$ cat src/rtl/prll_bs_pkg.sv
// prll_bs_pkg: shared types, defaults and destination-mask helper for the parallel bus arbiter
// Contents: state_t FSM encoding, default ID width / broadcast ID, dst_mask() decoder.
package prll_bs_pkg;
    typedef enum logic {IDLE, SEND} state_t;
    localparam int         ID_W_DEF  = 8;
    localparam logic [7:0] BCAST_DEF = 8'hFF;
    // Receiver mask for a header: all-but-source on broadcast, one-hot on a valid ID,
    // all zeros for an out-of-range ID (callers treat zero as "drop").
    function automatic logic [255:0] dst_mask(input int unsigned dst, input int unsigned src,
                                              input int unsigned n, input int unsigned bc);
        logic [255:0] m;
        m = '0;
        for (int unsigned k = 0; k < 256; k++)
            if (k < n) m[k] = (dst == bc) ? (k != src) : (dst == k);
        return m;
    endfunction
endpackage

$ cat src/rtl/prll_bs_rr_pick.sv
// prll_bs_rr_pick: rotating-priority search for the next requester after the last grant
// Ports: req (request vector), last (previous grant index),
//        gnt_idx (winning index), gnt_vld (any request present).
module prll_bs_rr_pick #(
    parameter int drvrs = 4
) (
    input  logic [drvrs-1:0] req,
    input  logic [7:0]       last,
    output logic [7:0]       gnt_idx,
    output logic             gnt_vld
);
    int unsigned       w_base;
    logic [drvrs-1:0]  w_rot;
    // Rotate so the driver after `last` sits at bit 0, then take the lowest set bit.
    always_comb begin
        w_base  = (32'(last) + 32'd1) % drvrs;
        w_rot   = drvrs'({req, req} >> w_base);
        gnt_idx = '0;
        gnt_vld = 1'b0;
        for (int k = drvrs - 1; k >= 0; k--)
            if (w_rot[k]) begin
                gnt_idx = 8'((w_base + 32'(k)) % drvrs);
                gnt_vld = 1'b1;
            end
    end
endmodule

$ cat src/rtl/prll_bs_rr_arbtr.sv
// prll_bs_rr_arbtr: N-driver round-robin parallel bus arbiter with header-routed delivery
// Ports: clk/reset (sync, active-high); pndng/pop/D_pop driver FWFT FIFO side;
//        full/push/D_push receiver FIFO side; busy (packet on bus); grant_id (last grant);
//        drop_cnt (invalid-destination count, built only when PRLL_BS_DROP_CNT_EN is defined).
module prll_bs_rr_arbtr
    import prll_bs_pkg::*;
#(
    parameter int              bits      = 32,
    parameter int              drvrs     = 4,
    parameter int              id_w      = ID_W_DEF,
    parameter logic [id_w-1:0] broadcast = BCAST_DEF
) (
    input  logic                    clk,
    input  logic                    reset,
    input  logic [drvrs-1:0]        pndng,
    output logic [drvrs-1:0]        pop,
    input  logic [drvrs*bits-1:0]   D_pop,
    input  logic [drvrs-1:0]        full,
    output logic [drvrs-1:0]        push,
    output logic [drvrs*bits-1:0]   D_push,
    output logic                    busy,
    output logic [7:0]              grant_id,
    output logic [15:0]             drop_cnt
);
    state_t            r_state;
    logic [bits-1:0]   r_bus;
    logic [bits-1:0]   r_dpush;
    logic [7:0]        r_src;
    logic [7:0]        r_grant;
    logic [drvrs-1:0]  r_pop;
    logic [drvrs-1:0]  r_push;
    logic              r_busy;
    logic [7:0]        w_gnt_idx;
    logic              w_gnt_vld;
    logic [bits-1:0]   w_sel;
    logic [drvrs-1:0]  w_oh;
    logic [255:0]      w_mask_all;
    logic [drvrs-1:0]  w_mask;
    logic              w_invalid;

    prll_bs_rr_pick #(.drvrs(drvrs)) u_pick (
        .req     (pndng),
        .last    (r_grant),
        .gnt_idx (w_gnt_idx),
        .gnt_vld (w_gnt_vld)
    );

    // Constant-index mux keeps the data select and pop one-hot free of variable part-selects.
    always_comb begin
        w_sel = '0;
        w_oh  = '0;
        for (int k = 0; k < drvrs; k++)
            if (w_gnt_idx == 8'(k)) begin
                w_sel   = D_pop[k*bits +: bits];
                w_oh[k] = 1'b1;
            end
    end

    assign w_mask_all = dst_mask(32'(r_bus[bits-1 -: id_w]), 32'(r_src), drvrs, 32'(broadcast));
    assign w_mask     = w_mask_all[drvrs-1:0];
    assign w_invalid  = ~|w_mask_all;

    always_ff @(posedge clk) begin
        if (reset) begin
            r_state <= IDLE;
            r_bus   <= '0;
            r_dpush <= '0;
            r_src   <= '0;
            r_grant <= 8'(drvrs - 1);
            r_pop   <= '0;
            r_push  <= '0;
            r_busy  <= 1'b0;
        end else begin
            r_pop  <= '0;
            r_push <= '0;
            case (r_state)
                IDLE: if (w_gnt_vld) begin
                    r_bus   <= w_sel;
                    r_src   <= w_gnt_idx;
                    r_grant <= w_gnt_idx;
                    r_pop   <= w_oh;
                    r_busy  <= 1'b1;
                    r_state <= SEND;
                end
                SEND: if (w_invalid) begin
                    r_busy  <= 1'b0;
                    r_state <= IDLE;
                end else if (~|(w_mask & full)) begin
                    // All-or-nothing: every addressed receiver must have room.
                    r_push  <= w_mask;
                    r_dpush <= r_bus;
                    r_busy  <= 1'b0;
                    r_state <= IDLE;
                end
                default: r_state <= IDLE;
            endcase
        end
    end

`ifdef PRLL_BS_DROP_CNT_EN
    logic [15:0] r_drop;
    always_ff @(posedge clk) begin
        if (reset) r_drop <= '0;
        else if (r_state == SEND && w_invalid && r_drop != 16'hFFFF) r_drop <= r_drop + 16'd1;
    end
    assign drop_cnt = r_drop;
`else
    assign drop_cnt = '0;
`endif

    assign pop      = r_pop;
    assign push     = r_push;
    assign D_push   = {drvrs{r_dpush}};
    assign busy     = r_busy;
    assign grant_id = r_grant;
endmodule
$ cat config.mk
export PLATFORM = sky130hd
export DESIGN_NAME = prll_bs_rr_arbtr
export DESIGN_NICKNAME = d
export VERILOG_FILES = /design/src/rtl/prll_bs_pkg.sv /design/src/rtl/prll_bs_rr_pick.sv /design/src/rtl/prll_bs_rr_arbtr.sv
export SDC_FILE = /design/constraint.sdc
export NUM_CORES = 1
export LEC_CHECK = 0
export BUFFER_PORTS_ARGS = -buffer_cell sky130_fd_sc_hd__buf_2
export CAP_MARGIN = 20
export CORE_AREA = 2 2 117 119
export DETAILED_ROUTE_END_ITERATION = 10
export DIE_AREA = 0 0 119 121
export PLACE_DENSITY = 0.83
export SETUP_SLACK_MARGIN = 0.1
export SYNTH_ARGS = -nofsm -noshare
export SYNTH_HDL_FRONTEND = slang
export SYNTH_SLANG_ARGS = --single-unit
$ cat constraint.sdc
create_clock -name clk -period 2 [get_ports clk]
set_input_delay 0.2 -clock clk [delete_from_list [all_inputs] [get_ports clk]]
set_output_delay 0.2 -clock clk [all_outputs]
set_load 0.01 [all_outputs]
==> run summary <==
Overall Power -> 5.021 mW
Reg area -> 0.001567 mm^2
std cell rows -> 42
max-slew violation count -> 0
I/O Pins -> 299
Critical Path RT -> 2.21 ns
minimum clock period -> 1.835 ns
Die Span X -> 119 um
Power Dens Cells -> 772.0 mW/mm^2
Final Hold Vio Count -> 0
die height -> 121 um
CP arrival -> 2.04 ns
area grow syn2layout -> 26.13%
CTS Buf Count -> 9
Syn Inst Count -> 584
vias in the first global route -> 4,310
layout cells sized above 1 -> 0.4981
Detail Placement HPWL -> 11,440 um
antenna diode count -> 0
final worst path period share -> 0.9173
synthesized cell area -> 0.005156 mm^2
die area -> 0.01440 mm^2
drt total wl -> 14,840 um
Initial Utilization -> 0.3941
H-Tree Depth -> 3
instance count on the critical path -> 6
status -> finished, final reports clean
DR vias -> 4,832
Core Area -> 0.01309 mm^2
worst hold path class -> in -> reg
vias per cell -> 5.081
maximum capacitance violations -> 0
CP dominant cell by count -> buf_4
LEAKAGE -> 3.171 nW
Post-synth EDFFs -> 0
# setup viols final -> 0
setup TNS -> 0 ns
CTS Buffer Depth -> 2
first-pass GRT wire length -> 22,190 um
Main synth FF type -> dfxtp_1
GP Congestion -> 0.9104
crit path kind -> reg -> reg
drt pass-1 iters -> 4
ANT nets after route -> 0
fin nets -> 908
FF+latch count, synth -> 78
Max Clk Rate -> 545.1 MHz
Critical Path Fanout Max -> 5
DR iter-0 viols -> 287
CP Cell Sequence -> buf_4, mux2i_1, o32ai_4, buf_4, o311ai_0, a21oi_1
clk_lat worst skew -> 0.33 ns
Peak VDD IR -> 0.4501 mV
hold_buf cts -> 0
delay-heaviest family, CP -> compound AO/OA/AOI/OAI gates
Syn. warnings -> 0
crit-path max cell delay -> 0.40 ns
Port Buf Inserts -> 276
sequential element share of the synthesized area -> 0.3028
CTS tree -> yes
DR WL/cell -> 15.61 um
slowest CP cell -> dfxtp_1
Worst Path Buf+Inv -> 2
Synth async-reset ratio -> 0
Post-route DRC -> 0
syn avg cell area -> 8.829 um^2
Fillers -> 1,219
grt ovf -> 0
R2R cell count -> 6
clock skew -> 0.007747 ns
CP Launch Type -> flip-flop
clk root buf -> clkbuf_16
gr usage total -> 0.1934
Critical Path Sink Type -> flip-flop
Multi-input gate area -> 0.002584 mm^2
RSZ-0062 raised after global routing -> true
CTS clk-pin slew, worst paths -> 0.06 ns
antenna violations before repair -> 0
largest net degree at the start of global routing -> 35
post-synthesis cell type count -> 49
Clock Sinks -> 78
hold path cells -> 2
hold slack final -> 0.1088 ns
-- stage by stage --
step                      utilization  area, um^2  instances  setup WS (ns)
after CTS                      0.4834        6325        942         0.1174
after global routing           0.4970        6504        951        0.05459
after global placement         0.4600        6020        926         0.1413
after floorplan                     -        5235        605         0.1856
after detailed placement       0.4600        6020        926        0.07783
final                          0.4970        6504        951         0.1653
-- final cells by class --
cell class                 count  area share
multi-input combinational    360      0.3973
timing repair buffer         318      0.2803
sequential                    78      0.2409
clock inverter                 6     0.01077
tap                          176     0.03386
clock buffer                  10     0.03521
inverter                       3    0.001731
-- routing by layer --
| layer | vias up | GRT usage | share of wire |
|---|---|---|---|
| met3 | 17 | 0.03947 | 0.060 |
| met1 | 2262 | 0.2565 | 0.43 |
| met4 | 0 | 0.05060 | 0.014 |
| li1 | 2368 | - | - |
| met2 | 185 | 0.3208 | 0.49 |
| met5 | - | 0 | 0 |
-- registers in the layout, indices dropped and copies added (netlist names) --
name      count
grant_id      2
r_dpush      32
r_state       1
r_bus        32
r_src         2
busy          1
pop           4
push          4
-- kinds of logic (layout without fill, tap and decap cells) --
kind of cell | count (synthesis) | count (layout) | synth area share
AOI/OAI and AO/OA | 153 | 153 | 0.2356
other | 1 | 22 | 0.0007273
and+or+nand+nor | 136 | 136 | 0.1376
muxes | 49 | 49 | 0.09512
buffers and inverters | 167 | 337 | 0.2281
DFF | 78 | 78 | 0.3028
-- worst paths after layout --
check	startpoint	to	slack [ns]
min reg2reg	r_bus[19]	r_bus[19]	0.48
max reg2reg	r_bus[25]	r_state	0.17
max	r_bus[25]	r_state	0.17
min	reset	r_src[0]	0.11
-- where the power goes --
part	internal [mW]	total (mW)	switching, mW
registers	1.71	1.85	0.144
clock network	0.975	1.64	0.661
logic	0.714	1.53	0.821
total	3.40	5.02	1.63
-- cells in the final DEF (no fill, tap or decap), types with 3 or more instances in the layout --
master and n:
buf_12 6, buf_6 7, nand2_1 33, o211ai_2 17, mux2i_2 5, dfxtp_1 76
nand4_1 28, conb_1 22, nor2_1 15, nor2b_1 3, clkbuf_16 10, o21ai_1 3
inv_1 3, nand2b_1 3, a21o_1 18, buf_4 27, nor3_1 7, a21oi_1 32
buf_2 276, o221ai_1 4, clkinvlp_4 3, o31ai_1 24, nand3_1 34, mux2i_1 44
o221ai_2 11, o21ai_0 24
-- synthesized netlist by cell type (all sizes together), types with 15 or more instances --
library cell,n,area (um^2)
o221ai,15,200.2
nand4,28,175.2
clkbuf,15,56.30
dfxtp,78,1562
o211ai,18,220.2
o31ai,26,195.2
mux2i,49,490.5
buf,149,1109
nor2,16,67.56
nand2,35,136.4
nand3,34,170.2
a21o,18,135.1
o21ai,27,135.1
a21oi,33,168.9
-- timing repair --
action | CTS | global route
cloned | 0 | 1
setup endpoints to repair | 6 | 67
pin swaps | 1 | 9
buffers inserted | 0 | 8
resized for setup | 3 | 24
(Power assumes the default switching activity.)
